$ cat config.mk
export PLATFORM = sky130hd
export DESIGN_NAME = busca_instrucao_flat
export DESIGN_NICKNAME = d
export VERILOG_FILES = /design/src/rtl/busca_instrucao_if.sv /design/src/rtl/busca_instrucao.sv /design/src/flat_wrapper.sv
export SDC_FILE = /design/constraint.sdc
export NUM_CORES = 1
export LEC_CHECK = 0
export BUFFER_PORTS_ARGS = -buffer_cell sky130_fd_sc_hd__buf_2
export CORE_UTILIZATION = 39
export CTS_BUF_LIST = sky130_fd_sc_hd__clkbuf_4 sky130_fd_sc_hd__clkbuf_8
export DETAILED_ROUTE_END_ITERATION = 16
export PLACE_DENSITY = 0.84
export SLEW_MARGIN = 20
export SYNTH_ARGS = -nofsm -noshare
export SYNTH_HDL_FRONTEND = slang
export SYNTH_SLANG_ARGS = --single-unit
export TNS_END_PERCENT = 50
$ cat constraint.sdc
create_clock -name clock -period 1.7 [get_ports clock]
set_input_delay 0.085 -clock clock [delete_from_list [all_inputs] [get_ports clock]]
set_output_delay 0.085 -clock clock [all_outputs]
set_load 0.02 [all_outputs]
$ cat src/rtl/busca_instrucao_if.sv
// Fetch-stage bus: ROM read, control-unit decision, register-file targets,
// operator button, and the stage's status/strobe outputs.
interface busca_instrucao_if #(
   parameter int unsigned ADDR_W = 8
);
   logic [31:0]       instr_data;
   logic [1:0]        UC_counter;
   logic [1:0]        UC_mult03;
   logic [31:0]       reg_jump;
   logic [31:0]       reg_branch_alvo;
   logic              confirma;
   logic [ADDR_W-1:0] instr_addr;
   logic [ADDR_W-1:0] pc;
   logic [31:0]       instrucao;
   logic [4:0]        opcode;
   logic              exec_en;
   logic              aguardando;
   logic              parado;

   // Environment side: ROM, control unit, register file, operator panel.
   modport master (
      output instr_data, UC_counter, UC_mult03, reg_jump, reg_branch_alvo, confirma,
      input  instr_addr, pc, instrucao, opcode, exec_en, aguardando, parado
   );

   // Fetch stage side.
   modport slave (
      input  instr_data, UC_counter, UC_mult03, reg_jump, reg_branch_alvo, confirma,
      output instr_addr, pc, instrucao, opcode, exec_en, aguardando, parado
   );
endinterface

$ cat src/rtl/busca_instrucao.sv
// Instruction fetch / program-counter stage. Latches the IR from the ROM,
// hands the opcode to the combinational control unit, applies its next-PC
// decision, and owns the HALT state and the IN-instruction button wait.
module busca_instrucao #(
   parameter int unsigned ADDR_W = 8,
   parameter logic [4:0]  OP_IN  = 5'b00111
) (
   input logic               clock,
   input logic               reset,
   busca_instrucao_if.slave  bus
);

   localparam logic [1:0] StFetch  = 2'd0;
   localparam logic [1:0] StExec   = 2'd1;
   localparam logic [1:0] StWaitIn = 2'd2;
   localparam logic [1:0] StHalt   = 2'd3;

   logic [1:0]        state_q, state_d;
   logic [ADDR_W-1:0] pc_q, pc_d;
   logic [31:0]       ir_q, ir_d;
   logic [ADDR_W-1:0] pc_inc;
   logic [ADDR_W-1:0] jump_tgt;
   logic [ADDR_W-1:0] next_pc;
   logic [1:0]        sync_q;
   logic              sync_prev_q;
   logic              edge_q;
   logic              exec_en;

   assign pc_inc = pc_q + ADDR_W'(1);

   // Jump target selection; the reserved select falls back to sequential flow.
   always_comb begin
      case (bus.UC_mult03)
         2'b00:   jump_tgt = ir_q[ADDR_W-1:0];
         2'b01:   jump_tgt = bus.reg_jump[ADDR_W-1:0];
         2'b10:   jump_tgt = bus.reg_branch_alvo[ADDR_W-1:0];
         default: jump_tgt = pc_inc;
      endcase
   end

   assign next_pc = (bus.UC_counter == 2'b01) ? jump_tgt : pc_inc;

   // Next-state logic; UC_* only matter in EXEC.
   always_comb begin
      state_d = state_q;
      pc_d    = pc_q;
      ir_d    = ir_q;
      exec_en = 1'b0;
      case (state_q)
         StFetch: begin
            ir_d    = bus.instr_data;
            state_d = StExec;
         end
         StExec: begin
            if (ir_q[31:27] == OP_IN) begin
               state_d = StWaitIn;
            end else if (bus.UC_counter == 2'b11) begin
               state_d = StHalt;
            end else begin
               exec_en = 1'b1;
               pc_d    = next_pc;
               state_d = StFetch;
            end
         end
         StWaitIn: begin
            // edge_q is registered, so confirma never reaches an output combinationally.
            if (edge_q) begin
               exec_en = 1'b1;
               pc_d    = pc_inc;
               state_d = StFetch;
            end
         end
         StHalt: begin
            state_d = StHalt;
         end
      endcase
   end

   // Architectural state: FSM, PC and instruction register.
   always_ff @(posedge clock or posedge reset) begin
      if (reset) begin
         state_q <= StFetch;
         pc_q    <= '0;
         ir_q    <= '0;
      end else begin
         state_q <= state_d;
         pc_q    <= pc_d;
         ir_q    <= ir_d;
      end
   end

   // Button synchronizer and rising-edge detector. Runs in every state so a
   // button already held when WAIT_IN is entered has no pending edge.
   always_ff @(posedge clock or posedge reset) begin
      if (reset) begin
         sync_q      <= '0;
         sync_prev_q <= 1'b0;
         edge_q      <= 1'b0;
      end else begin
         sync_q      <= {sync_q[0], bus.confirma};
         sync_prev_q <= sync_q[1];
         edge_q      <= sync_q[1] & ~sync_prev_q;
      end
   end

   assign bus.instr_addr = pc_q;
   assign bus.pc         = pc_q;
   assign bus.instrucao  = ir_q;
   assign bus.opcode     = ir_q[31:27];
   assign bus.exec_en    = exec_en;
   assign bus.aguardando = (state_q == StWaitIn);
   assign bus.parado     = (state_q == StHalt);

endmodule

$ cat src/flat_wrapper.sv
// flat-port wrapper written by rule: the top's interface ports become plain ports
module busca_instrucao_flat 
#(
   parameter int unsigned ADDR_W = 8,
   parameter logic [4:0]  OP_IN  = 5'b00111
)
  (clock, reset, bus_instr_data, bus_UC_counter, bus_UC_mult03, bus_reg_jump, bus_reg_branch_alvo, bus_confirma, bus_instr_addr, bus_pc, bus_instrucao, bus_opcode, bus_exec_en, bus_aguardando, bus_parado);
  busca_instrucao_if #(.ADDR_W(ADDR_W)) bus_i ();
  input logic clock;
  input logic reset;
  input wire logic [$bits(bus_i.instr_data)-1:0] bus_instr_data;
  input wire logic [$bits(bus_i.UC_counter)-1:0] bus_UC_counter;
  input wire logic [$bits(bus_i.UC_mult03)-1:0] bus_UC_mult03;
  input wire logic [$bits(bus_i.reg_jump)-1:0] bus_reg_jump;
  input wire logic [$bits(bus_i.reg_branch_alvo)-1:0] bus_reg_branch_alvo;
  input wire logic [$bits(bus_i.confirma)-1:0] bus_confirma;
  output wire logic [$bits(bus_i.instr_addr)-1:0] bus_instr_addr;
  output wire logic [$bits(bus_i.pc)-1:0] bus_pc;
  output wire logic [$bits(bus_i.instrucao)-1:0] bus_instrucao;
  output wire logic [$bits(bus_i.opcode)-1:0] bus_opcode;
  output wire logic [$bits(bus_i.exec_en)-1:0] bus_exec_en;
  output wire logic [$bits(bus_i.aguardando)-1:0] bus_aguardando;
  output wire logic [$bits(bus_i.parado)-1:0] bus_parado;
  assign bus_i.instr_data = bus_instr_data;
  assign bus_i.UC_counter = bus_UC_counter;
  assign bus_i.UC_mult03 = bus_UC_mult03;
  assign bus_i.reg_jump = bus_reg_jump;
  assign bus_i.reg_branch_alvo = bus_reg_branch_alvo;
  assign bus_i.confirma = bus_confirma;
  assign bus_instr_addr = bus_i.instr_addr;
  assign bus_pc = bus_i.pc;
  assign bus_instrucao = bus_i.instrucao;
  assign bus_opcode = bus_i.opcode;
  assign bus_exec_en = bus_i.exec_en;
  assign bus_aguardando = bus_i.aguardando;
  assign bus_parado = bus_i.parado;
  busca_instrucao #(.ADDR_W(ADDR_W), .OP_IN(OP_IN)) u_core (.clock(clock), .reset(reset), .bus(bus_i));
endmodule
==> reports/qor.txt, run 1 <==
crit-path max FO -> 5
Syn Area/Cell -> 11.90 sq um
worst endpoint data arrival time -> 1690 ps
WHS -> 23.73 ps
via count -> 2019
Top Family by Delay on Critical Path -> flip-flops
clk slew on worst S/H paths -> 80 ps
Final Max Slew Viols -> 0
first-pass GRT wire length -> 9377 um
n_diodes -> 0
synthesized area -> 2391 sq um
Overflow after GRT -> 0
top-count cell post-synth -> dfrtp_1
post-DP HPWL -> 4222 um
share of cells above drive strength 1 -> 0.6137
Syn-to-layout area delta -> 40.45%
Cells after DPL -> 379
Final min period -> 1776 ps
violated checks -> setup timing
Setup CP Type -> register to output pin
core box area -> 5921 sq um
cell leakage power -> 1.776 nW
Clock Skew -> 6.806 ps
EDFF count, synth -> 0
R2R depth -> 7
status -> complete, but fails checks
RePlAce Congestion -> 0.8111
maximum vdd drop -> 0.0004104 V
Post-Route WL -> 5931 um
Yosys top cell area share -> 0.4814
P per Cell Area -> 621.1 nW/um^2
Reg2Reg Launch Point -> u_core.state_q[1]$_DFFE_PP0P_
pin count of the biggest net entering global routing -> 33
detailed-router iteration count before antenna repair -> 4
antenna violations before repair -> 0
Crit path required time -> 1620 ps
Die X-Extent -> 80.30 um
cts bufs inserted -> 5
Die Span Y -> 80.30 um
clock tree buffer depth -> 2
Worst Path Buf+Inv -> 3
CP max-delay cell -> dfrtp_1
sequential share of the synthesized area -> 0.4814
Post-route DRC -> 0
clock root cell -> clkbuf_8
Synth Register Bits -> 46
max incr delay on CP -> 430 ps
Util after Layout -> 0.5672
Top FF cell, synth -> dfrtp_1
Synth async-reset ratio -> 1.000
CTS tree -> done
Ys Warns -> 0
setup TNS -> -388.3 ps
Detail Route Antenna Nets -> 0
Mapped Cells -> 201
Hold Path Depth -> 2
RSZ-0062 raised after global routing -> yes
Critical Path End Type -> output pin
worst-path cell chain -> inv_2 > ha_4 > buf_6 > or3b_4 > a21boi_2 > buf_4
syn nets -> 310
H-tree depth reported by CTS -> 2
via density per instance -> 5.098
Site Rows -> 28
final worst slack -> -75.93 ps
reg-to-reg endpoint -> u_core.bus.instr_addr[2]$_DFFE_PP0P_
post-synth cell types -> 46
Highest Clock Rate -> 563.1 MHz
hold_sp -> bus_instr_data[13]
worst relative slew slack -> 0.6461
Final Setup Violations -> 8
Hold WC Path Type -> input port to register
WHS Endpoint -> u_core.bus.instrucao[13]$_DFFE_PP0N_
Place WS -> -153.9 ps
Clock Sinks -> 46
IO Port Bufs -> 110
maxcap violations -> 0
Hold Violations, Final -> 0
Starting Density -> 0.4038
die area -> 6448 sq um
Ports -> 159
1st-iter DRT viols -> 53
Final nets -> 430
R2R setup slack -> -70 ps
top cells by area, synth -> dfrtp_1, mux2_2, buf_4
Fillers -> 506
total track usage -> 0.1932
Yosys top cell by area -> dfrtp_1
vias in the first global route -> 2024
Finished Layout Cells -> 396
slew at the pin closest to its max-slew limit -> 530.1 ps
Startpoint Class -> register
crit share post-route -> 1.045
WL/cell -> 14.98 um
worst-skew pair later-pin latency -> 290 ps
synth cell count leaders -> dfrtp_1, mux2_2, buf_4, nor2_1, nand2_1
[state kept, by name, indices dropped and copies added (netlist names)]
signal	cells
u_core.bus.instrucao	32
u_core.bus.instr_addr	8
u_core.sync_prev_q	1
u_core.sync_q	2
u_core.state_q	2
u_core.edge_q	1
[layer usage]
metal,vias up,wire (um),GRT usage,share of wire
li1,951,-,-,-
met1,944,2319,0.2318,0.39
met2,101,3018,0.3222,0.51
met3,23,393,0.05000,0.066
met4,0,200,0.09107,0.034
met5,-,0,0,0
[power by group]
group | switching (W) | leakage (nW) | total [W] | internal [W]
Sequential | 0.00000187 | 0.614 | 0.00110 | 0.00110
Clock | 0.000341 | 0.0573 | 0.000811 | 0.000470
Combinational | 0.0000894 | 1.10 | 0.000175 | 0.0000856
Total | 0.000432 | 1.78 | 0.00209 | 0.00165
[area by class of cell]
type | count | area [sq um] | area share
tap | 75 | 93.84 | 0.02794
sequential | 46 | 1152 | 0.3431
multi-input combinational | 128 | 1164 | 0.3465
clock inverter | 1 | 30.03 | 0.008942
inverter | 6 | 22.52 | 0.006706
timing repair buffer | 134 | 813.3 | 0.2422
clock buffer | 6 | 82.58 | 0.02459
[worst max-delay path by stage]
stage,from,cells after the start,to,slack (ps)
after CTS,u_core.state_q[1]$_DFFE_PP0P_,6,bus_exec_en,-90
after global placement,u_core.state_q[1]$_DFFE_PP0P_,6,u_core.bus.instr_addr[3]$_DFFE_PP0P_,-140
final,u_core.state_q[1]$_DFFE_PP0P_,6,bus_exec_en,-80
after floorplan,u_core.state_q[1]$_DFFE_PP0P_,6,u_core.bus.instr_addr[6]$_DFFE_PP0P_,-120
after global routing,u_core.state_q[1]$_DFFE_PP0P_,6,bus_exec_en,-160
after detailed placement,u_core.state_q[0]$_DFFE_PP0P_,7,u_core.bus.instr_addr[3]$_DFFE_PP0P_,-150
[through the flow]
step	total power [W]	area, sq um
global route	0.002172	3358
CTS	0.002106	3291
floorplan	0.001189	2406
finish	0.002086	3358
detailed placement	0.001279	3042
global placement	0.001274	3042
[worst register-to-register path: stages (launching register included)]
cell and delay, ps:
dfrtp_1 430, inv_2 100, ha_4 140, or3b_1 370
o211ai_2 230, buf_12 170, a21oi_1 40, a22o_1 190
[layout by cell type, fill, tap and decap left out, types with 3 or more instances in the layout]
master      n
nand2_1     8
buf_2     109
nand3_1     5
mux2_2     33
a21oi_1     4
nor3_1      3
inv_1       3
nor2b_1     4
clkbuf_8    6
dfrtp_1    45
ha_1        3
nand2b_1    3
buf_4      16
mux2i_1     6
ha_4        3
buf_12      4
o21ai_0     3
inv_2       3
nor2_1     10
[cells by family after synthesis]
| group | after synthesis | synth area share |
|---|---|---|
| flip-flops | 46 | 0.4814 |
| adder cells (fa/ha/maj) | 6 | 0.03140 |
| multiplexers | 39 | 0.1805 |
| AND/OR/NAND/NOR | 49 | 0.1094 |
| AO/OA/AOI/OAI | 34 | 0.1245 |
| buffers and inverters | 27 | 0.07273 |
[repair_timing]
| item | in CTS | in global routing |
|---|---|---|
| buffers inserted | 5 | 2 |
| setup endpoints to repair | 9 | 42 |
| pin swaps | 8 | 4 |
| gates cloned | 0 | 1 |
| gates resized for setup | 14 | 7 |
| endpoints found under the hold margin | 23 | 0 |
| hold buffers | 2 | 0 |
Note: power is estimated with default switching activity, not from simulation.
==> inputs of run 2 (changes only) <==
--- a/config.mk
+++ b/config.mk
@@ -5,11 +5,13 @@
 export SDC_FILE = /design/constraint.sdc
 export NUM_CORES = 1
 export LEC_CHECK = 0
+export ABC_AREA = 1
 export BUFFER_PORTS_ARGS = -buffer_cell sky130_fd_sc_hd__buf_2
 export CORE_UTILIZATION = 39
 export CTS_BUF_LIST = sky130_fd_sc_hd__clkbuf_4 sky130_fd_sc_hd__clkbuf_8
 export DETAILED_ROUTE_END_ITERATION = 16
-export PLACE_DENSITY = 0.84
+export MAX_ROUTING_LAYER = met4
+export PLACE_DENSITY_LB_ADDON = 0.2
 export SLEW_MARGIN = 20
 export SYNTH_ARGS = -nofsm -noshare
 export SYNTH_HDL_FRONTEND = slang
==> reports/qor.txt, run 2 <==
status -> finished clean
maxcap violations -> 0 (unchanged)
antenna violations before repair -> 0 (unchanged)
worst relative slew slack -> 0.6627 (+0.01662)
clock root cell -> clkbuf_8
WHS -> 8.065 ps (-15.67 ps)
Clock Sinks -> 46 (unchanged)
Yosys top cell by area -> dfrtp_1
Syn-to-layout area delta -> 36.72%
RePlAce Congestion -> 0.8018 (-1.1%)
Die X-Extent -> 80.42 um (+0.15%)
Post-Route WL -> 5595 um (-5.7%)
Critical Path End Type -> output pin
Clock Skew -> 4.260 ps (-2.546 ps)
WL/cell -> 12.16 um (-19%)
Reg2Reg Launch Point -> u_core.state_q[1]$_DFFE_PP0P_
commonest non-fill, non-tap cell in the layout -> buf_2
share of cells above drive strength 1 -> 0.3792 (-0.2345)
sequential share of the synthesized area -> 0.4799 (-0.001507)
detailed-router iteration count before antenna repair -> 4 (unchanged)
WHS Endpoint -> u_core.bus.instrucao[29]$_DFFE_PP0N_
Final nets -> 493 (+15%)
synthesized area -> 2399 sq um (+0.31%)
worst endpoint data arrival time -> 1490 ps (-200 ps)
Detail Route Antenna Nets -> 0 (unchanged)
EDFF count, synth -> 0 (unchanged)
Finished Layout Cells -> 460 (+16%)
IO Port Bufs -> 110 (unchanged)
hold_sp -> bus_instr_data[29]
total track usage -> 0.1864 (-0.006755)
slew at the pin closest to its max-slew limit -> 505.2 ps (-24.89 ps)
H-tree depth reported by CTS -> 2 (unchanged)
die area -> 6467 sq um (+0.30%)
top cells by area, synth -> dfrtp_1, mux2_1, nand2_1
Syn Area/Cell -> 9.225 sq um (-22%)
cts bufs inserted -> 5 (unchanged)
post-synth cell types -> 23 (-50%)
Synth Register Bits -> 46 (unchanged)
crit-path max FO -> 4 (-1)
worst-skew pair later-pin latency -> 290 ps (about the same)
Final Setup Violations -> 0 (-8)
via count -> 2107 (+4.4%)
crit share post-route -> 0.9278 (-0.1168)
P per Cell Area -> 598.7 nW/um^2 (-3.6%)
Final Max Slew Viols -> 0 (unchanged)
Mapped Cells -> 260 (+29%)
Hold WC Path Type -> input port to register
Die Span Y -> 80.42 um (+0.15%)
core box area -> 5921 sq um (unchanged)
Ys Warns -> 0 (unchanged)
reg-to-reg endpoint -> u_core.bus.instr_addr[6]$_DFFE_PP0P_
CTS tree -> done
n_diodes -> 0 (unchanged)
pin count of the biggest net entering global routing -> 36 (+9.1%)
vias in the first global route -> 1971 (-2.6%)
Highest Clock Rate -> 634.0 MHz (+13%)
Synth async-reset ratio -> 1.000 (unchanged)
Hold Violations, Final -> 0 (unchanged)
1st-iter DRT viols -> 85 (+60%)
Post-route DRC -> 0 (unchanged)
R2R setup slack -> 180 ps (+250 ps)
setup TNS -> 0 ps (+388.3 ps)
Site Rows -> 28 (unchanged)
top-count cell post-synth -> nand2_1
Final min period -> 1577 ps (-198.6 ps)
Design Power -> 0.001963 W (-5.9%)
max reg flops -> 32 (unchanged)
post-DP HPWL -> 4085 um (-3.3%)
syn nets -> 369 (+19%)
maximum vdd drop -> 0.0004822 V (+17%)
Top FF cell, synth -> dfrtp_1
clock tree buffer depth -> 2 (unchanged)
synth cell count leaders -> nand2_1, dfrtp_1, nand3_1, mux2_1, nor2_1
Starting Density -> 0.4051 (+0.001268)
clk slew on worst S/H paths -> 80 ps (about the same)
Ports -> 159 (unchanged)
Hold Path Depth -> 3 (+1)
Crit path required time -> 1620 ps (about the same)
Startpoint Class -> register
Util after Layout -> 0.5539 (-0.01331)
first-pass GRT wire length -> 8928 um (-4.8%)
cell leakage power -> 1.904 nW (+7.2%)
R2R depth -> 10 (+3)
commonest cells after routing, fill and taps aside -> buf_2, nand2_1, dfrtp_1, nand3_1, mux2_1
via density per instance -> 4.580 (-10%)
Setup CP Type -> register to output pin
Overflow after GRT -> 0 (unchanged)
Yosys top cell area share -> 0.4799 (-0.001507)
Cells after DPL -> 430 (+13%)
Fillers -> 556 (+9.9%)
RSZ-0062 raised after global routing -> no
-- run 2: cell count changes after synthesis, sizes merged, moves of 4 or more --
cell | previous run | this run
nand3 | 5 | 28
a21oi | 6 | 1
mux2 | 33 | 29
mux2i | 6 | 0
nor2 | 12 | 26
nand2 | 9 | 66
nor2b | 4 | 0
a211oi | 4 | 0
inv | 6 | 24
-- run 2: stage by stage --
step | worst slack (ps) | cell area [sq um]
6_report | 122.7 | 3279
5_1_grt | 12.78 | 3279
4_1_cts | 9.279 | 3272
3_5_place_dp | 101.6 | 2962
3_3_place_gp | 121.1 | 2962
2_1_floorplan | 176.0 | 2399
-- run 2: metal layers --
layer	up-vias	wire, um	GRT usage
met3	4	267	0.03295
li1	1063	-	-
met2	68	2783	0.3144
met4	0	51	0.05714
met1	972	2493	0.2271
met5	-	0	-
-- run 2: what timing repair did --
action / 4_1_cts / 5_1_grt
buffers inserted: 0 / 0
resized for setup: 0 / 5
hold buffers: 22 / 0
setup endpoints to repair: 0 / 6
hold endpoints to repair: 43 / 0
-- run 2: worst max-delay path, cell delays in order (launching register included) --
cell      delay, ps
dfrtp_1         440
inv_2           100
ha_2            200
buf_4           120
nand2_1          40
a21boi_1        130
buf_2           180
-- run 2: worst max path at each step --
stage	to	start	slack [ps]	cells past startpoint
6_report	bus_exec_en	u_core.state_q[0]$_DFFE_PP0P_	120	6
5_1_grt	bus_exec_en	u_core.state_q[0]$_DFFE_PP0P_	10	6
4_1_cts	bus_exec_en	u_core.state_q[0]$_DFFE_PP0P_	9	6
3_5_place_dp	u_core.bus.instr_addr[0]$_DFFE_PP0P_	u_core.state_q[1]$_DFFE_PP0P_	100	9
3_3_place_gp	u_core.bus.instr_addr[5]$_DFFE_PP0P_	u_core.state_q[1]$_DFFE_PP0P_	120	9
2_1_floorplan	u_core.bus.instr_addr[2]$_DFFE_PP0P_	u_core.state_q[0]$_DFFE_PP0P_	180	11
-- run 2: logic make-up after synthesis --
group	after synthesis	synth area share
buffers and inverters	44	0.09755
and+or+nand+nor	126	0.2347
adders and majority gates	6	0.03130
AOI/OAI and AO/OA	9	0.02034
DFF	46	0.4799
muxes	29	0.1361
-- run 2: where the power goes --
part,switching (W),internal (W)
Sequential,0.00000173,0.00110
Clock,0.000367,0.000307
Combinational,0.0000902,0.0000999
-- run 2: area by class of cell --
type / instances / area (sq um) / share of cell area
Clock inverter: 2 / 13.76 / 0.004197
Timing Repair Buffer: 137 / 833.3 / 0.2541
Multi-Input combinational cell: 170 / 1021 / 0.3113
Inverter: 24 / 90.09 / 0.02747
Tap cell: 75 / 93.84 / 0.02861
Sequential cell: 46 / 1151 / 0.3510
Clock buffer: 6 / 76.32 / 0.02327
